## src/rtl/la_cap_pkg.sv

```systemverilog
// Shared types and defaults for the logic-analyzer capture controller.
// Provides the controller state encoding, default widths, and the
// capture-length clamp used when the controller is armed.
package la_cap_pkg;

  localparam int unsigned DATA_W_DEF = 32;
  localparam int unsigned DEPTH_DEF  = 16;

  typedef enum logic [1:0] {
    ST_IDLE    = 2'd0,
    ST_ARMED   = 2'd1,
    ST_CAPTURE = 2'd2,
    ST_DONE    = 2'd3
  } state_e;

  // A zero or oversized request means "fill the whole buffer".
  function automatic int unsigned clamp_len(input int unsigned req,
                                            input int unsigned depth);
    return ((req == 0) || (req > depth)) ? depth : req;
  endfunction

endpackage

```

## src/rtl/la_cap_fifo.sv

```systemverilog
// Capture buffer: DEPTH x DATA_W register array with first-word-fall-through
// read, synchronous flush and occupancy count.
// Ports:
//   clk, resetn  - clock, async active-low reset
//   flush_i      - empty the buffer (wins over write/read)
//   wr_en_i      - write wr_data_i at the tail
//   rd_en_i      - pop the head (ignored when empty)
//   rd_data_o    - head entry, zero while empty
//   count_o      - entries held
module la_cap_fifo
  import la_cap_pkg::*;
#(
  parameter int unsigned DATA_W = DATA_W_DEF,
  parameter int unsigned DEPTH  = DEPTH_DEF,
  parameter int unsigned CNT_W  = $clog2(DEPTH_DEF) + 1
) (
  input  logic              clk,
  input  logic              resetn,
  input  logic              flush_i,
  input  logic              wr_en_i,
  input  logic [DATA_W-1:0] wr_data_i,
  input  logic              rd_en_i,
  output logic [DATA_W-1:0] rd_data_o,
  output logic [CNT_W-1:0]  count_o
);

  localparam int unsigned PTR_W = (DEPTH > 1) ? $clog2(DEPTH) : 1;

  logic [DATA_W-1:0] mem_q [DEPTH];
  logic [PTR_W-1:0]  wr_ptr_q, wr_ptr_d;
  logic [PTR_W-1:0]  rd_ptr_q, rd_ptr_d;
  logic [CNT_W-1:0]  count_q, count_d;
  logic              wr_fire;
  logic              rd_fire;

  assign wr_fire = wr_en_i && !flush_i;
  assign rd_fire = rd_en_i && !flush_i && (count_q != '0);

  // Pointer/count next state; pointers wrap naturally (DEPTH is a power of two).
  always_comb begin
    wr_ptr_d = wr_ptr_q;
    rd_ptr_d = rd_ptr_q;
    count_d  = count_q;
    if (flush_i) begin
      wr_ptr_d = '0;
      rd_ptr_d = '0;
      count_d  = '0;
    end else begin
      if (wr_fire) wr_ptr_d = wr_ptr_q + PTR_W'(1);
      if (rd_fire) rd_ptr_d = rd_ptr_q + PTR_W'(1);
      case ({wr_fire, rd_fire})
        2'b10:   count_d = count_q + CNT_W'(1);
        2'b01:   count_d = count_q - CNT_W'(1);
        default: count_d = count_q;
      endcase
    end
  end

  // Pointer/count registers.
  always_ff @(posedge clk or negedge resetn) begin
    if (!resetn) begin
      wr_ptr_q <= '0;
      rd_ptr_q <= '0;
      count_q  <= '0;
    end else begin
      wr_ptr_q <= wr_ptr_d;
      rd_ptr_q <= rd_ptr_d;
      count_q  <= count_d;
    end
  end

  // Storage array; contents are only observable through a non-zero count.
  always_ff @(posedge clk) begin
    if (wr_fire) mem_q[wr_ptr_q] <= wr_data_i;
  end

  assign rd_data_o = (count_q != '0) ? mem_q[rd_ptr_q] : '0;
  assign count_o   = count_q;

endmodule

```

## src/rtl/la_capture_ctrl.sv

```systemverilog
// Logic-analyzer trigger/capture sequencer. Waits for a masked match on the
// probe slice, records a programmed number of consecutive samples, then
// presents them on a valid/ready read port for firmware to drain.
// Ports:
//   clk, resetn                   - clock, async active-low reset
//   cfg_arm, cfg_abort            - control pulses
//   trig_value, trig_mask         - trigger pattern and participating bits
//   capture_len                   - samples to record, sampled on arm
//   la_data                       - probe slice
//   rd_valid, rd_ready, rd_data   - FWFT read port (active in DONE)
//   busy, done, triggered, count  - status
module la_capture_ctrl
  import la_cap_pkg::*;
#(
  parameter int unsigned DATA_W = DATA_W_DEF,
  parameter int unsigned DEPTH  = DEPTH_DEF,
  parameter int unsigned CNT_W  = $clog2(DEPTH_DEF) + 1
) (
  input  logic              clk,
  input  logic              resetn,
  input  logic              cfg_arm,
  input  logic              cfg_abort,
  input  logic [DATA_W-1:0] trig_value,
  input  logic [DATA_W-1:0] trig_mask,
  input  logic [CNT_W-1:0]  capture_len,
  input  logic [DATA_W-1:0] la_data,
  output logic              rd_valid,
  input  logic              rd_ready,
  output logic [DATA_W-1:0] rd_data,
  output logic              busy,
  output logic              done,
  output logic              triggered,
  output logic [CNT_W-1:0]  count
);

  state_e           state_q, state_d;
  logic [CNT_W-1:0] len_q, len_d;
  logic             trig_q, trig_d;
  logic             fifo_flush;
  logic             fifo_wr;
  logic             fifo_rd;
  logic [CNT_W-1:0] fifo_count;
  logic [CNT_W-1:0] len_req;
  logic             match;

  assign match   = ((la_data ^ trig_value) & trig_mask) == '0;
  assign len_req = CNT_W'(clamp_len(32'(capture_len), DEPTH));

  // Next-state, buffer control and sticky trigger; abort overrides everything.
  always_comb begin
    state_d    = state_q;
    len_d      = len_q;
    trig_d     = trig_q;
    fifo_flush = 1'b0;
    fifo_wr    = 1'b0;
    fifo_rd    = 1'b0;
    if (cfg_abort) begin
      state_d    = ST_IDLE;
      fifo_flush = 1'b1;
      trig_d     = 1'b0;
    end else begin
      case (state_q)
        ST_IDLE, ST_DONE: begin
          fifo_rd = rd_valid && rd_ready;
          if (cfg_arm) begin
            state_d    = ST_ARMED;
            fifo_flush = 1'b1;
            trig_d     = 1'b0;
            len_d      = len_req;
          end
        end
        ST_ARMED: begin
          if (match) begin
            fifo_wr = 1'b1;
            trig_d  = 1'b1;
            state_d = (len_q == CNT_W'(1)) ? ST_DONE : ST_CAPTURE;
          end
        end
        ST_CAPTURE: begin
          fifo_wr = 1'b1;
          // This write brings the buffer up to the programmed length.
          if ((fifo_count + CNT_W'(1)) == len_q) state_d = ST_DONE;
        end
        default: state_d = ST_IDLE;
      endcase
    end
  end

  // State, length and trigger-flag registers.
  always_ff @(posedge clk or negedge resetn) begin
    if (!resetn) begin
      state_q <= ST_IDLE;
      len_q   <= '0;
      trig_q  <= 1'b0;
    end else begin
      state_q <= state_d;
      len_q   <= len_d;
      trig_q  <= trig_d;
    end
  end

  la_cap_fifo #(
    .DATA_W (DATA_W),
    .DEPTH  (DEPTH),
    .CNT_W  (CNT_W)
  ) u_fifo (
    .clk       (clk),
    .resetn    (resetn),
    .flush_i   (fifo_flush),
    .wr_en_i   (fifo_wr),
    .wr_data_i (la_data),
    .rd_en_i   (fifo_rd),
    .rd_data_o (rd_data),
    .count_o   (fifo_count)
  );

  // Status decodes straight from registered state and count.
  assign busy      = (state_q == ST_ARMED) || (state_q == ST_CAPTURE);
  assign done      = (state_q == ST_DONE);
  assign triggered = trig_q;
  assign count     = fifo_count;
  assign rd_valid  = done && (fifo_count != '0);

endmodule

```

## config.mk

```make
export PLATFORM = sky130hd
export DESIGN_NAME = la_capture_ctrl
export DESIGN_NICKNAME = d
export VERILOG_FILES = /design/src/rtl/la_cap_pkg.sv /design/src/rtl/la_cap_fifo.sv /design/src/rtl/la_capture_ctrl.sv
export SDC_FILE = /design/constraint.sdc
export NUM_CORES = 1
export LEC_CHECK = 0
export ABC_AREA = 1
export ABC_CLOCK_PERIOD_IN_PS = 3940
export BUFFER_PORTS_ARGS = -buffer_cell sky130_fd_sc_hd__buf_4
export CAP_MARGIN = 20
export CORE_ASPECT_RATIO = 1.2
export CORE_MARGIN = 1
export CORE_UTILIZATION = 54
export CTS_CLUSTER_DIAMETER = 80
export CTS_CLUSTER_SIZE = 24
export DETAILED_ROUTE_END_ITERATION = 6
export PLACE_DENSITY = 0.78
export SKIP_CTS_REPAIR_TIMING = 1
export SYNTH_ARGS = -nofsm -noshare
export SYNTH_HDL_FRONTEND = slang
export SYNTH_SLANG_ARGS = --single-unit
```

## constraint.sdc

```tcl
create_clock -name clk -period 3.94 [get_ports clk]
set_input_delay 0.394 -clock clk [delete_from_list [all_inputs] [get_ports clk]]
set_output_delay 0.394 -clock clk [all_outputs]
set_load 0.05 [all_outputs]
```

Word-level counts from Yosys, hierarchy flattened
Memories as Yosys holds them, arrays and structs flattened.
Cells that the tools add are included.
{ "word_totals": {"mem_bits_rw": 512, "latch_bits": 0, "output_inout_bits": 41, "memories": 1, "wordCells": 73, "mem_bits_ro": 0, "register_bits": 21} }
{ "memory_table": {"columns": ["name", "depth", "width", "rd", "rd_ports_with_merged_regs", "write_ports", "line", "source"], "rows": [
  ["u_fifo.mem_q", 16, 32, 1, 0, 1, "la_cap_fifo.sv:29", "logic [DATA_W-1:0] mem_q [DEPTH];"]
]} }
{ "op_classes": {"shift": 0, "bitwise_logic": 3, "eq_ne": 10, "n_reduce_logical": 20, "n_div": 0, "n_lt_le_gt_ge": 1, "n_addsub": 4, "muxes": 28, "mul": 0} }
{ "ops": {"columns": ["cell", "n"], "rows": [
  ["32-bit bitwise AND", 1],
  ["32-bit logical NOT", 1],
  ["32-bit two-way mux", 1],
  ["32-bit bitwise XOR", 1],
  ["4-bit two-way mux", 4],
  ["1-bit two-way mux", 13],
  ["5-bit two-way mux", 2],
  ["5-bit one-hot mux with 2 select lines", 1],
  ["3-bit inequality test (second input constant)", 3],
  ["3-bit AND reduction", 3],
  ["4-bit by 1-bit adder with 4-bit output (second input constant)", 2],
  ["2-bit two-way mux", 4],
  ["2-bit equality test (second input constant)", 3],
  ["2-bit one-hot mux with 3 select lines", 1],
  ["3-bit nonzero test", 2],
  ["5-bit by 1-bit adder with 5-bit output (second input constant)", 1],
  ["5-bit by 1-bit equality test with 1-bit output (second input constant)", 1],
  ["5-bit equality test", 1],
  ["5-bit > comparator (second input constant)", 1],
  ["1-bit logical AND", 5],
  ["5-bit logical NOT", 1],
  ["5-bit nonzero test", 1],
  ["5-bit by 1-bit subtractor with 5-bit output (second input constant)", 1],
  ["2-bit by 1-bit equality test with 1-bit output (second input constant)", 2],
  ["7 further kinds", 10]
]} }

Logic depth before layout (Yosys ltp)
{ "logic_depth": {"ltp_word": 10, "ltp_mapped": 13, "ltp_nobuf": 13} }

Hierarchy
From an unflattened synthesis, not the netlist that was laid out.
{ "unflattened": {"hier_cells": 1757, "area_unflattened_um2": 22288.9} }
{ "modules_own_cells": {"columns": ["mod", "cells_each", "n_inst", "area_each_um2"], "rows": [
  ["la_cap_fifo", 1479, 1, 20878.8],
  ["la_capture_ctrl", 278, 1, 1410.1]
]} }

Least setup slack after synthesis
OpenSTA, ideal clock, no wires.
{ "synth_timing": {"kind": "input port to flip-flop", "startpoint": "input trig_value[8]", "endpoint": "memory u_fifo.mem_q[0][0] (netlist bit), enable pin", "setup_ps": 461, "required_ps": 3479, "n_path_buf": 1, "t_arrival_ps": 3553, "cell_stages": 11, "setup_slack_ps": -74, "path_cell_list": "or2_1 -> nand3_1 -> nand2_1 -> nor2_1 -> nand2_1 -> nor2_2 -> nand3_2 -> nand2_4 -> nand2_4 -> buf_6 -> nor3_1"} }
{ "synth_between": {"elab_chain_cells": 9} }
{ "synth_rtl": {"columns": ["item", "line", "source"], "rows": [
  ["from (decl)", "la_capture_ctrl.sv:23", "input logic [DATA_W-1:0] trig_value,"],
  ["32-bit bitwise XOR", "la_capture_ctrl.sv:46", "assign match = ((la_data ^ trig_value) & trig_mask) == '0;"],
  ["32-bit bitwise AND", "la_capture_ctrl.sv:46", null],
  ["32-bit logical NOT", "la_capture_ctrl.sv:46", null],
  ["1-bit two-way mux", "la_capture_ctrl.sv:73", "if (match) begin"],
  ["1-bit one-hot mux with 2 select lines", "la_capture_ctrl.sv:62", "case (state_q)"],
  ["1-bit two-way mux", "la_capture_ctrl.sv:57", "if (cfg_abort) begin"],
  ["1-bit logical AND", "la_cap_fifo.sv:36", "assign wr_fire = wr_en_i && !flush_i;"],
  ["1-bit two-way mux", "la_cap_fifo.sv:74", "if (wr_fire) mem_q[wr_ptr_q] <= wr_data_i;"],
  ["1-bit two-way mux (not written as such)", "la_cap_fifo.sv:74", null],
  ["to (decl)", "la_cap_fifo.sv:29", null]
]} }
No other way between the ends.

Worst setup path after layout
{ "layout_timing": {"startpoint": "register u_fifo.rd_ptr_q[0]", "endpoint": "output rd_data[4]"} }
{ "layout_between": {"elab_chain_cells": 2} }
{ "layout_rtl": {"columns": ["item", "line", "source"], "rows": [
  ["from (decl)", "la_cap_fifo.sv:31", "logic [PTR_W-1:0] rd_ptr_q, rd_ptr_d;"],
  ["from (signal assigned)", "la_cap_fifo.sv:67", "rd_ptr_q <= rd_ptr_d;"],
  ["memory 16 x 32 bit", null, null],
  ["32-bit two-way mux", "la_cap_fifo.sv:77", "assign rd_data_o = (count_q != '0) ? mem_q[rd_ptr_q] : '0;"],
  ["to (decl)", "la_capture_ctrl.sv:29", "output logic [DATA_W-1:0] rd_data,"]
]} }
No other way between the ends.

==> summary.txt <==
Die ar. = 41500 µm²
Max cap viols = 0
Vias in the first global route = 14500
Leakage = 0.00837 µW
First-pass GRT wire length = 79200 µm
Largest net degree at the start of global routing = 87
Die H = 223 µm
Post-Synthesis Cells = 1738
CP required = 3.55 ns
Setup violators final = 0
Average cell area after synthesis = 12.7 µm²
TritonCTS clock tree = yes
CP arrival = 3.10 ns
Worst Hold End = len_q[0]
Htree depth = 1
Met1 Use GR = 32.2%
Pwr dens = 460 nW/µm²
Synth area leader = edfxtp_1
Distinct cell type count after synthesis = 35
Starting Density = 55.1%
Status = finished clean
Total gr overflow = 0
Nets = 1962
Hpwl dp = 29400 µm
Synth Register Bits = 533
Worst-path clk slew = 0.09 ns
TritonRoute pass-1 iters = 7
Final worst-path cycle share = 88.6%
RSZ-0062 raised after global routing = no
Synth Cell Area = 22000 µm²
Final Hold Fails = 0
# IOs = 147
Worst-path fanout max = 60
Worst-skew pair later-pin latency = 0.59 ns
Horiz. Die Dim = 186 µm
CTS max path bufs = 3
Gpl congestion = 0.780
Layout cells sized above 1 = 13.9%
Global routing usage on met3 = 2.71%
CP Launch Point = u_fifo.rd_ptr_q[0]
Vias per cell = 6.16
Drt first-iter violations = 1681
Hold Crit Start = capture_len[0]
Hold crit path type = in2reg
Max rail drop VDD = 0.487 mV
Area Overhead vs Synth = 11.4%
Worst setup path category = reg2out
Final hold slack = 0.0642 ns
Clock buffer count from CTS = 26
CP startpoint kind = register
Fill cells = 2961
Worst R2R Path Depth = 6
Overall routing resource usage = 25.1%
Total wire length = 51900 µm
Post-synthesis sequential area ratio = 72.3%
Clk root buf = clkbuf_16
Residual DRC count = 0
Met2 usage = 44.5%
Row count = 80
Slew @ Worst Pin = 0.815 ns
R2R setup slack = 1.39 ns
Synth area leaders = edfxtp_1 70%, nor2_1 4.8%, o21ai_0 4.0%
Syn nets = 1856
Overall Power = 11300 µW
Initial antenna violation count = 0
Tmin final = 3.49 ns
Yosys top cell area share = 69.9%
Core ar. = 39900 µm²
Fin Clk Skew = 0.0273 ns
Crit. End Element = output pin
Antenna cells = 0
F_max = 286 MHz
Routed Antenna Nets = 0
I/O Buffers = 146
R2r startpoint = state_q[0]
Clk sinks = 533
Max-Slew Margin vs Limit = 45.7%
Vias post-DR = 14700
WL/cell = 21.8 µm
Slew Viols, Final = 0
GRT busiest layer = met2
YS warnings = 0
Hold-critical path depth = 3
Worst r2r dst = u_fifo.mem_q[5][10]
placed cells by master (no fill, tap or decap):
cell           count
inv_8              1
nor3_1             1
dfrtp_1           18
xor2_1             9
a21oi_1           38
inv_1             75
o21ai_1           94
o22ai_1           41
edfxtp_1         512
nand3_1           77
ha_1              12
clkbuf_1           9
nor2_2             3
clkinv_1           1
o221ai_1          89
dlygate4sd3_1      1
nand4_1            3
o21ai_0          176
o311ai_0           1
or4_1              1
nand2_2            1
nand2_1          110
clkbuf_16         27
inv_6              2
nand3_2            1
inv_2              7
nor3_2            17
or2_1              4
dfrtp_4            3
a211oi_1           1
nor2_1           280
nand2_4            3
clkinv_2           1
nor2_4             2
o211ai_1          39
buf_12             9
buf_4            181
xnor2_1            4
state kept, by name, summed over array words and instances, names as in the netlist:
register and flops:
u_fifo.count_o 5, u_fifo.wr_ptr_q 4, u_fifo.rd_ptr_q 4, u_fifo.mem_q 512, triggered 1, len_q 5
state_q 2
metrics by stage:
step	setup slack [ns]	setup TNS, ns	util [%]	cells	area, µm²
CTS	0.464	0	61.3	2386	24500
finish	0.450	0	61.3	2387	24500
global route	0.262	0	61.3	2387	24500
detailed placement	0.889	0	59.5	2348	23800
floorplan	-0.0744	-37.92	-	1738	22000
global placement	1.01	0	59.5	2348	23800
routing by layer:
metal	part of all wire [%]	wire (µm)	vias to the layer above
li1	-	-	6636
met1	38	19900	7274
met2	52	27000	697
met3	7.2	3720	100
met4	2.4	1250	0
met5	0	0	-
area by class of cell:
cell class                 instances  area, µm²  share of cell area (%)
inverter                          85        325                    1.33
sequential                       533      15900                    64.9
clock inverter                     2       20.0                  0.0817
multi-input combinational       1007       5320                    21.7
tap                              533        667                    2.72
timing repair buffer             191       1550                    6.32
clock buffer                      36        709                    2.90
where the power goes:
group	total, µW	leakage, µW	internal [µW]	switching (µW)
clock network	2940	0.000354	1270	1670
logic	1990	0.00314	553	1440
registers	6350	0.00488	6280	68.2
total	11300	0.00837	8100	3170
worst max-delay path: stages (launching register included):
cell and delay [ns]:
dfrtp_4 0.75, inv_6 0.38, buf_4 0.45, o21ai_1 0.14
o221ai_1 0.22, nand3_1 0.15, a21oi_1 0.18, buf_4 0.22
cells by family after synthesis:
family	synth area share [%]
DFF	72.3
adders and majority gates	0.683
xor gates and xnor gates	0.518
and+or+nand+nor	9.47
buffers and inverters	3.89
AOI/OAI and AO/OA	13.1
synth_stat cells:
library cell	n
a211oi_1	1
a21oi_1	38
buf_1	2
buf_2	35
buf_4	6
buf_6	6
clkbuf_1	64
clkinv_1	1
clkinv_2	1
dfrtp_1	21
edfxtp_1	512
ha_1	12
inv_1	75
inv_2	8
nand2_1	110
nand2_2	1
nand2_4	3
nand3_1	77
nand3_2	1
nand4_1	3
nor2_1	280
nor2_2	4
nor2_4	1
nor3_1	17
nor3_2	1
o211ai_1	39
o21ai_0	176
o21ai_1	94
o221ai_1	89
o22ai_1	41
o311ai_0	1
or2_1	4
or4_1	1
xnor2_1	4
xor2_1	9
worst max-delay path by stage:
stage,cells past startpoint,slack [ns],endpoint
6_report,7,0.45,rd_data[4]
5_1_grt,7,0.26,rd_data[8]
4_1_cts,7,0.46,rd_data[4]
3_5_place_dp,12,0.89,u_fifo.mem_q[11][6]
3_3_place_gp,13,1.01,u_fifo.mem_q[6][4]
2_1_floorplan,11,-0.07,u_fifo.mem_q[0][0]
Note: power is estimated with default switching activity, not from simulation.
